**src/rtl/hyper_write_dq_serializer_if.sv**
```systemverilog
// hyper_write_dq_serializer_if
// Purpose : TX write-data stream (valid/ready) feeding the HyperBus DQ serializer.
// Signals : valid_i  word valid (source -> serializer)
//           data_i   32-bit write word
//           strb_i   byte enables, 1 = write byte
//           ready_o  serializer accepts the word this cycle
// Modports: master = stream source, slave = serializer.
interface hyper_write_dq_serializer_if;
    logic        valid_i;
    logic [31:0] data_i;
    logic [3:0]  strb_i;
    logic        ready_o;

    modport master (
        output valid_i,
        output data_i,
        output strb_i,
        input  ready_o
    );

    modport slave (
        input  valid_i,
        input  data_i,
        input  strb_i,
        output ready_o
    );
endinterface

```
**src/rtl/hyper_write_dq_serializer.sv**
```systemverilog
// hyper_write_dq_serializer
// Purpose : transmit-side HyperBus PHY data path. Turns 32-bit TX words into one
//           DDR beat per clk0 cycle (registered rise/fall halves), drives the
//           RWDS write mask, the DQ/RWDS output enables and the CK gate enable.
//           On stream underrun CK is gated off rather than sending stale data.
// Ports   : clk0        PHY clock, one beat per cycle
//           rst_i       asynchronous reset, active-high
//           mem_sel_i   2'b11 = dual x8 (x16 bus), else single x8; latched at start
//           start_i     start a write burst (IDLE only)
//           len_i       burst length in beats, latched with start_i
//           abort_i     terminate the burst immediately
//           tx          TX word stream (slave side)
//           dq_rise_o / dq_fall_o      DQ for CK rising / falling edge
//           rwds_rise_o / rwds_fall_o  RWDS mask halves (1 = byte masked)
//           dq_oe_o / rwds_oe_o        output enables
//           clk_en_o    CK gate enable for this cycle's beat
//           busy_o      burst in progress
//           done_o      one-cycle pulse on normal completion
module hyper_write_dq_serializer #(
    parameter int unsigned LEN_WIDTH = 16
) (
    input  logic                 clk0,
    input  logic                 rst_i,
    input  logic [1:0]           mem_sel_i,
    input  logic                 start_i,
    input  logic [LEN_WIDTH-1:0] len_i,
    input  logic                 abort_i,
    hyper_write_dq_serializer_if.slave tx,
    output logic [15:0]          dq_rise_o,
    output logic [15:0]          dq_fall_o,
    output logic [1:0]           rwds_rise_o,
    output logic [1:0]           rwds_fall_o,
    output logic                 dq_oe_o,
    output logic                 rwds_oe_o,
    output logic                 clk_en_o,
    output logic                 busy_o,
    output logic                 done_o
);

    localparam int unsigned DQ_W   = 16;
    localparam int unsigned RWDS_W = 2;

    typedef enum logic [1:0] {
        IDLE   = 2'd0,
        ACTIVE = 2'd1,
        LAST   = 2'd2
    } state_t;

    state_t               state_q;
    logic                 x16_q;
    logic [LEN_WIDTH-1:0] cnt_q;

    logic                 hs_c;
    logic [DQ_W-1:0]      beat_rise_c;
    logic [DQ_W-1:0]      beat_fall_c;
    logic [RWDS_W-1:0]    mask_rise_c;
    logic [RWDS_W-1:0]    mask_fall_c;

    // Ready only while beats remain, so the counter can never underflow.
    assign tx.ready_o = (state_q == ACTIVE) && (cnt_q != '0) && !abort_i;
    assign hs_c       = tx.valid_i && tx.ready_o;
    assign busy_o     = (state_q != IDLE);

    // Word-to-beat lane mapping; x8 drives only the low byte lane.
    always_comb begin
        beat_rise_c = '0;
        beat_fall_c = '0;
        mask_rise_c = '0;
        mask_fall_c = '0;
        if (x16_q) begin
            beat_rise_c = tx.data_i[31:16];
            beat_fall_c = tx.data_i[15:0];
            mask_rise_c = ~tx.strb_i[3:2];
            mask_fall_c = ~tx.strb_i[1:0];
        end else begin
            beat_rise_c = {8'h00, tx.data_i[15:8]};
            beat_fall_c = {8'h00, tx.data_i[7:0]};
            mask_rise_c = {1'b0, ~tx.strb_i[1]};
            mask_fall_c = {1'b0, ~tx.strb_i[0]};
        end
    end

    // Burst control and registered beat outputs.
    always_ff @(posedge clk0 or posedge rst_i) begin
        if (rst_i) begin
            state_q     <= IDLE;
            x16_q       <= 1'b0;
            cnt_q       <= '0;
            dq_rise_o   <= '0;
            dq_fall_o   <= '0;
            rwds_rise_o <= '0;
            rwds_fall_o <= '0;
            dq_oe_o     <= 1'b0;
            rwds_oe_o   <= 1'b0;
            clk_en_o    <= 1'b0;
            done_o      <= 1'b0;
        end else begin
            done_o <= 1'b0;
            case (state_q)
                IDLE: begin
                    clk_en_o  <= 1'b0;
                    dq_oe_o   <= 1'b0;
                    rwds_oe_o <= 1'b0;
                    if (start_i && !abort_i) begin
                        if (len_i == '0) begin
                            // Empty burst completes without any beats.
                            done_o <= 1'b1;
                        end else begin
                            x16_q   <= (mem_sel_i == 2'b11);
                            cnt_q   <= len_i;
                            state_q <= ACTIVE;
                        end
                    end
                end

                ACTIVE: begin
                    if (abort_i) begin
                        state_q   <= IDLE;
                        cnt_q     <= '0;
                        clk_en_o  <= 1'b0;
                        dq_oe_o   <= 1'b0;
                        rwds_oe_o <= 1'b0;
                    end else if (hs_c) begin
                        dq_rise_o   <= beat_rise_c;
                        dq_fall_o   <= beat_fall_c;
                        rwds_rise_o <= mask_rise_c;
                        rwds_fall_o <= mask_fall_c;
                        clk_en_o    <= 1'b1;
                        dq_oe_o     <= 1'b1;
                        rwds_oe_o   <= 1'b1;
                        cnt_q       <= cnt_q - LEN_WIDTH'(1);
                        if (cnt_q == LEN_WIDTH'(1)) begin
                            state_q <= LAST;
                        end
                    end else begin
                        // Underrun: gate CK, hold the last beat and enables.
                        clk_en_o <= 1'b0;
                    end
                end

                LAST: begin
                    // Final beat is on the pins this cycle; close the burst.
                    state_q   <= IDLE;
                    cnt_q     <= '0;
                    clk_en_o  <= 1'b0;
                    dq_oe_o   <= 1'b0;
                    rwds_oe_o <= 1'b0;
                    done_o    <= !abort_i;
                end

                default: begin
                    state_q   <= IDLE;
                    cnt_q     <= '0;
                    clk_en_o  <= 1'b0;
                    dq_oe_o   <= 1'b0;
                    rwds_oe_o <= 1'b0;
                end
            endcase
        end
    end

endmodule
```
**src/flat_wrapper.sv**
```systemverilog
// flat-port wrapper written by rule: the top's interface ports become plain ports
module hyper_write_dq_serializer_flat 
#(
    parameter int unsigned LEN_WIDTH = 16
)
  (clk0, rst_i, mem_sel_i, start_i, len_i, abort_i, dq_rise_o, dq_fall_o, rwds_rise_o, rwds_fall_o, dq_oe_o, rwds_oe_o, clk_en_o, busy_o, done_o, tx_valid_i, tx_data_i, tx_strb_i, tx_ready_o);
  hyper_write_dq_serializer_if tx_i ();
  input  logic clk0;
  input  logic rst_i;
  input  logic [1:0] mem_sel_i;
  input  logic start_i;
  input  logic [LEN_WIDTH-1:0] len_i;
  input  logic abort_i;
  output logic [15:0] dq_rise_o;
  output logic [15:0] dq_fall_o;
  output logic [1:0] rwds_rise_o;
  output logic [1:0] rwds_fall_o;
  output logic dq_oe_o;
  output logic rwds_oe_o;
  output logic clk_en_o;
  output logic busy_o;
  output logic done_o;
  input wire logic [$bits(tx_i.valid_i)-1:0] tx_valid_i;
  input wire logic [$bits(tx_i.data_i)-1:0] tx_data_i;
  input wire logic [$bits(tx_i.strb_i)-1:0] tx_strb_i;
  output wire logic [$bits(tx_i.ready_o)-1:0] tx_ready_o;
  assign tx_i.valid_i = tx_valid_i;
  assign tx_i.data_i = tx_data_i;
  assign tx_i.strb_i = tx_strb_i;
  assign tx_ready_o = tx_i.ready_o;
  hyper_write_dq_serializer #(.LEN_WIDTH(LEN_WIDTH)) u_core (.clk0(clk0), .rst_i(rst_i), .mem_sel_i(mem_sel_i), .start_i(start_i), .len_i(len_i), .abort_i(abort_i), .tx(tx_i), .dq_rise_o(dq_rise_o), .dq_fall_o(dq_fall_o), .rwds_rise_o(rwds_rise_o), .rwds_fall_o(rwds_fall_o), .dq_oe_o(dq_oe_o), .rwds_oe_o(rwds_oe_o), .clk_en_o(clk_en_o), .busy_o(busy_o), .done_o(done_o));
endmodule
```
**config.mk**
```make
export PLATFORM = sky130hd
export DESIGN_NAME = hyper_write_dq_serializer_flat
export DESIGN_NICKNAME = d
export VERILOG_FILES = /design/src/rtl/hyper_write_dq_serializer_if.sv /design/src/rtl/hyper_write_dq_serializer.sv /design/src/flat_wrapper.sv
export SDC_FILE = /design/constraint.sdc
export NUM_CORES = 1
export LEC_CHECK = 0
export BUFFER_PORTS_ARGS = -buffer_cell sky130_fd_sc_hd__buf_2
export CAP_MARGIN = 40
export CELL_PAD_IN_SITES_DETAIL_PLACEMENT = 1
export CELL_PAD_IN_SITES_GLOBAL_PLACEMENT = 2
export CORE_ASPECT_RATIO = 0.75
export CORE_UTILIZATION = 29
export CTS_CLUSTER_DIAMETER = 120
export DETAILED_ROUTE_END_ITERATION = 16
export GPL_TIMING_DRIVEN = 0
export MAX_ROUTING_LAYER = met4
export PLACE_DENSITY_LB_ADDON = 0.08
export SYNTH_ARGS = -nofsm -noshare
export SYNTH_HDL_FRONTEND = slang
export SYNTH_SLANG_ARGS = --single-unit
```
**constraint.sdc**
```tcl
create_clock -name clk0 -period 2.56 [get_ports clk0]
set_input_delay 0.128 -clock clk0 [delete_from_list [all_inputs] [get_ports clk0]]
set_output_delay 0.128 -clock clk0 [all_outputs]
set_load 0.01 [all_outputs]
```
==> flow_summary.yaml, run 1 <==
finish:
  areaGrowthSynthToFinish_pct: 36.2
  nFillCells: 1185
  fin_nets: 478
  diodes: 0
  final-seq-area_um2: 1450
  drive_above_1_share: 0.351
  multi_input_area_um2: 1300
logic_synthesis:
  ys_top_cells_by_area: "dfrtp_1 50%, nand2_1 8.0%, o21ai_0 6.4%"
  syn_nets: 362
  ys_seq_area_frac: 0.501
  yosysUniqueCellTypes: 42
  syn_area_um2: 2900
  synth_adder_area_share: 0.00864
  ys_ff_latch: 58
  synth-compound-area-share: 0.160
  yosys.area.top_type_share: 0.501
  yosysWarnings: 0
  muxShareOfSynthArea: 0.0626
  yosys.area.top_type: "dfrtp_1"
  synth-xor-area-share: 0.0151
  synth_simple_gate_area_share: 0.200
  synth.avg_cell_area_um2: 9.62
  synth_top_family_by_area: "simple AND/OR/NAND/NOR gates"
  syn_inst: 301
sta:
  maxSlewViolCount: 0
  hold_violations: 0
  tightestPinTransition_ps: 651
  setup_viol: 0
  timing.final.crit_period_ps: 2270
  period_share: 0.888
  final.setup_skew_ps: 3.38
  fmax_mhz: 440
  relSlewSlack: 0.562
  tns_ps: 0
  setup_slack_ps: 286
  rsz0062_at_grt: "no"
power_and_ir_drop:
  p_seq_frac: 0.381
  p_comb_frac: 0.258
  internal_power_uw: 2300
  power_density_nw_per_um2: 848
  p_clk_frac: 0.361
  switchingPower_uw: 1050
  leakagePower_uw: 0.00189
  swShare: 0.314
  peakVddDrop_v: 0.000400
run:
  maxCapViolCount: 0
floorplan:
  coreArea_um2: 9700
  die-area_um2: 10400
  dieHeight_um: 88.6
  num_rows: 31
  ios: 101
  start_util: 0.299
  die_x_um: 117
worst_setup_path:
  cp.arrival_ps: 2480
  crit_path_end_kind: "flip-flop"
  cp_num_buf_inv: 2
  worstSetupPathType: "flip-flop to flip-flop"
  worstPathCellList: "inv_1 > ha_1 > nor3b_4 > a41oi_2 > nand2_1 > buf_2 > mux2_2"
  max_stage_delay_ps: 440
  critPathTopFamily: "simple AND/OR/NAND/NOR gates"
  required_ps: 2770
  crit_fanout: 10
  cp-start-kind: "flip-flop"
  cp_slowest_cell: "nor3b_4"
drt:
  dr_total_vias: 2693
  drc: 0
  dr.pass1.iters: 4
  drt_iter0_drc: 117
  wirelength_um: 9240
  wl_per_cell_um: 16.7
  via_per_inst: 4.86
  ant_nets: 0
global_route:
  grt-ovfl-total: 0
  grt_pass1_vias: 2726
  antenna_found_initial: 0
  grt_max_degree: 26
  grt_pass1_wl_um: 14800
  grtUsageTotal: 0.196
clocking:
  clockBufferDepth: 2
  cts_sinks: 58
  post-cts-setup-buffers: 0
  cts.clk_slew.worst_paths_ps: 50
  root_buffer: "clkbuf_16"
  h-tree-depth: 3
  tritoncts: "yes"
  cts_buffers: 9
  clkLatencyLatePin_ps: 320
placed_design:
  post-place-ws_ps: 117
  place_congestion: 0.774
  port_buffers: 100
  dp_hpwl_um: 6980
run_status:
  status: "complete, no violations"
hold_path:
  hp-class: "primary input to flip-flop"
## registers in the layout, indices dropped and copies added, names as in the netlist, 2 cells and up
register	flops
u_core.rwds_fall_o	2
u_core.state_q	2
u_core.cnt_q	16
u_core.dq_fall_o	16
u_core.dq_rise_o	16
u_core.rwds_rise_o	2
## logic make-up after synthesis
group	after synthesis
buffers and inverters	29
adder cells (fa/ha/maj)	2
AO/OA/AOI/OAI	75
XOR/XNOR	5
AND/OR/NAND/NOR	115
flip-flops	58
multiplexers	17
## power by group through the flow
stage          clock [uW]  combinational (uW)  sequential [uW]
6_report             1210                 862             1280
5_1_grt              1280                 967             1310
4_1_cts              1250                 870             1280
3_5_place_dp            0                 864             1290
3_3_place_gp            0                 845             1280
2_1_floorplan           0                 462             1330
## metrics by stage
step / power [uW] / instance area [um2] / hold WS (ps) / instances / util
global placement: 2130 / 3560 / 332 / 533 / 0.367
global route: 3550 / 3950 / 25.3 / 554 / 0.407
floorplan: 1790 / 2900 / 201 / 301 / -
detailed placement: 2150 / 3610 / 115 / 535 / 0.372
CTS: 3400 / 3940 / 1.08 / 554 / 0.406
finish: 3340 / 3950 / 16.9 / 554 / 0.407
## layer usage
metal  routed length (um)  global-route usage  vias to the layer above
li1                     -                   -                     1296
met1                 4690               0.265                     1315
met2                 3960               0.285                       72
met3                  492              0.0509                       10
met4                  106              0.0649                        0
met5                    0                   -                        -
## cells in the final DEF (no fill, tap or decap), drive strengths merged, types with 2 or more instances in the layout
cell type	instances
buf	113
nand2	62
dfrtp	58
o21ai	42
clkbuf	22
nor2	15
inv	10
nor4	10
nor3	9
mux2	9
a21oi	9
mux2i	8
a22oi	7
o31ai	7
or3	6
a32oi	4
xnor2	4
dlygate4sd3	3
or4	3
nand3	2
ha	2
a41oi	2
## Yosys cell counts
cell type / n
nand2_1: 62
nand3_1: 2
nand4_1: 1
or4_1: 1
mux2i_1: 8
inv_1: 10
a31oi_1: 1
nor2b_1: 1
nor4_1: 8
nor2_4: 1
a21oi_1: 9
or4_4: 2
clkbuf_1: 8
a22oi_1: 7
and2_1: 1
or3b_2: 1
a32oi_1: 4
dfrtp_1: 58
nor2_1: 14
a221oi_2: 1
nor4_4: 2
xnor2_1: 4
or2_2: 1
and4_1: 1
a41oi_2: 1
o21ai_1: 5
a41oi_1: 1
ha_1: 2
o41ai_1: 1
or3_1: 5
xor2_1: 1
nor3b_2: 1
nor3_1: 9
buf_4: 5
buf_6: 3
o21ai_0: 37
o31ai_1: 7
nand2b_1: 1
mux2_2: 9
buf_2: 3
o22ai_2: 1
or3_4: 1
## path summary, 6_finish.rpt
check                                     from                    end  slack [ps]  depth (start not counted)
setup / recovery               u_core.cnt_q[0]    u_core.dq_fall_o[0]         290                          7
hold / removal                    tx_strb_i[1]  u_core.rwds_fall_o[1]          20                          2
setup reg to reg               u_core.cnt_q[0]    u_core.dq_fall_o[0]         290                          7
hold reg to reg            u_core.dq_rise_o[5]    u_core.dq_rise_o[5]         470                          2
max in group asynchronous                rst_i    u_core.dq_fall_o[3]        1610                          5
min in group asynchronous                rst_i        u_core.cnt_q[9]         310                          3
## area by class of cell
cell class / count / share of cell area
repair buffers: 105 / 0.147
inverters: 10 / 0.00951
clock buffers: 14 / 0.0669
flip-flops and latches: 58 / 0.368
multi-input cells: 214 / 0.329
clock inverters: 2 / 0.00888
plain buffers: 19 / 0.0295
well taps: 132 / 0.0419
## what timing repair did
action	in CTS	in global routing
resized for setup	0	1
endpoints found under the setup margin	0	28
hold endpoints to repair	16	0
hold buffers	3	0
Note: power is estimated with default switching activity, not from simulation.
==> inputs of run 2 (changes only) <==
--- a/config.mk
+++ b/config.mk
@@ -5,12 +5,13 @@
 export SDC_FILE = /design/constraint.sdc
 export NUM_CORES = 1
 export LEC_CHECK = 0
+export ABC_AREA = 1
 export BUFFER_PORTS_ARGS = -buffer_cell sky130_fd_sc_hd__buf_2
 export CAP_MARGIN = 40
 export CELL_PAD_IN_SITES_DETAIL_PLACEMENT = 1
 export CELL_PAD_IN_SITES_GLOBAL_PLACEMENT = 2
 export CORE_ASPECT_RATIO = 0.75
-export CORE_UTILIZATION = 29
+export CORE_UTILIZATION = 28
 export CTS_CLUSTER_DIAMETER = 120
 export DETAILED_ROUTE_END_ITERATION = 16
 export GPL_TIMING_DRIVEN = 0
==> flow_summary.yaml, run 2 <==
clocking:
  cts.clk_slew.worst_paths_ps: 50
  post-cts-setup-buffers: 0
  cts-resized-gates: 0
  tritoncts: "yes"
  cts_buffers: 9
  cts_sinks: 58
  root_buffer: "clkbuf_16"
  h-tree-depth: 3
  clockBufferDepth: 2
  clkLatencyLatePin_ps: 320
finish:
  drive_above_1_share: 0.281
  finalInstanceArea_um2: 4170
  final_cell_mix: "179 x nand2_1, 102 x buf_2, 58 x dfrtp_1"
  areaGrowthSynthToFinish_pct: 35.3
  reg_top3: "u_core.cnt_q x16, u_core.dq_fall_o x16, u_core.dq_rise_o x16"
  final_common_cell: "nand2_1"
  fin_nets: 594
  diodes: 0
logic_synthesis:
  ys_top_cells_by_area: "dfrtp_1 47%, nand2_1 22%, nor2_1 6.5%"
  syn_inst: 410
  yosys.area.top_type_share: 0.471
  synth.avg_cell_area_um2: 7.52
  synth_edf_count: 0
  ys_seq_area_frac: 0.471
  yosys.area.top_type: "dfrtp_1"
  yosysUniqueCellTypes: 30
  yosysWarnings: 0
  ys_ff_latch: 58
  synthFlopType: "dfrtp_1"
  synth_most_common_cell: "nand2_1"
  ys_top_cells_by_count: "179 x nand2_1, 58 x dfrtp_1, 53 x nor2_1"
  syn_area_um2: 3080
  async_flop_share: 1.00
  syn_nets: 471
sta:
  tightestPinTransition_ps: 643
  setup_slack_ps: 574
  rsz0062_at_grt: "no"
  period_share: 0.776
  tns_ps: 0
  final.setup_skew_ps: 3.47
  setup_viol: 0
  hold_violations: 0
  fmax_mhz: 504
  maxSlewViolCount: 0
  timing.final.crit_period_ps: 1990
  relSlewSlack: 0.571
power_and_ir_drop:
  leakagePower_uw: 0.00224
  peakVddDrop_v: 0.000365
  power_density_nw_per_um2: 1150
drt:
  drt_iter0_drc: 110
  wl_per_cell_um: 15.3
  highest_layer: "met4"
  dr.pass1.iters: 4
  via_per_inst: 4.60
  ant_nets: 0
  route.met2.wl_um: 4480
  drc: 0
  wl_met1_um: 5220
  wirelength_um: 10300
  dr_total_vias: 3098
  route.met3.wl_um: 535
hold_path:
  hp-start: "tx_strb_i[1]"
  hold_depth: 2
  hold_path_end: "u_core.rwds_fall_o[1]"
  hp-class: "primary input to flip-flop"
floorplan:
  start_util: 0.294
  die_x_um: 123
  die-area_um2: 11400
  ios: 101
  dieHeight_um: 92.9
  num_rows: 32
  coreArea_um2: 10500
global_route:
  grt_pass1_vias: 3202
  antenna_found_initial: 0
  grt-ovfl-total: 0
  grt_pass1_wl_um: 16700
  grtUsageTotal: 0.201
  grt_max_degree: 33
worst_setup_path:
  worstSetupPathType: "flip-flop to output port"
  rr_endpoint: "u_core.cnt_q[15]"
  r2r_slack_ps: 620
  crit_fanout: 10
  cp-start-kind: "flip-flop"
  rr_worst_depth: 6
  required_ps: 2430
  crit_path_end_kind: "output port"
  rr_startpoint: "u_core.state_q[1]"
  cp.arrival_ps: 1860
placed_design:
  port_buffers: 100
  dp_hpwl_um: 7760
  placed_cell_area_um2: 3770
  place_congestion: 0.783
  post-place-ws_ps: 645
run_status:
  status: "complete, no violations"
run:
  maxCapViolCount: 0
## run 2: changes by cell type after synthesis, sizes merged, moves of 8 or more
cell / delta
nor2: +43
mux2: -9
mux2i: -8
nand2: +122
nand3: +14
o21ai: -12
inv: +13
nor4: -10
## run 2: report_power, final
group | total [uW] | switching, uW | internal, uW
clock network | 1160 | 418 | 745
logic | 2040 | 1300 | 740
registers | 1590 | 293 | 1290
total | 4790 | 2010 | 2780
## run 2: critical path: stages, from the launching register on
cell and delay (ps):
dfrtp_1 420, nor3_4 470, buf_2 350, nand2_1 90, inv_1 70, buf_2 130
## run 2: timing repair
item                                    CTS  global route
endpoints found under the hold margin    36             0
hold buffers                             11             0
endpoints found under the setup margin    0             0
## run 2: worst max-delay path by stage
stage / from / endpoint / slack [ps] / depth (start not counted)
global placement: rst_i / u_core.dq_fall_o[15] / -20 / 2
CTS: u_core.state_q[1] / tx_ready_o / 510 / 5
detailed placement: u_core.state_q[1] / u_core.cnt_q[15] / 640 / 6
finish: u_core.state_q[1] / tx_ready_o / 570 / 5
global route: u_core.state_q[1] / tx_ready_o / 440 / 5
floorplan: rst_i / u_core.clk_en_o / 1000 / 1
## run 2: metrics by stage
stage | total power [uW] | hold WS, ps | instances | utilization
floorplan | 2860 | 225 | 410 | -
CTS | 4870 | 2.86 | 674 | 0.398
detailed placement | 3650 | 268 | 647 | 0.360
global placement | 3570 | 324 | 646 | 0.358
global route | 5210 | 3.14 | 674 | 0.398
finish | 4790 | 14.5 | 674 | 0.398
## run 2: layer usage
metal,vias up,track usage
li1,1541,-
met1,1482,0.274
met2,68,0.295
met3,7,0.0499
met4,0,0.0532
met5,-,-
## run 2: area by class of cell
cell class	instances	area (um2)
tap	136	170
buffer	16	126
multi-input combinational	313	1420
clock buffer	10	229
inverter	23	86.3
timing repair buffer	112	631
fill	1328	6320
sequential	58	1450
clock inverter	6	57.6
## run 2: cell families (layout without fill, tap and decap cells)
family / count (synthesis) / after routing / synth area share
adders and majority gates: 2 / 2 / 0.00811
DFF: 58 / 58 / 0.471
buffers and inverters: 39 / 167 / 0.0690
and+or+nand+nor: 260 / 260 / 0.346
AOI/OAI and AO/OA: 49 / 49 / 0.100
xor gates and xnor gates: 2 / 2 / 0.00568
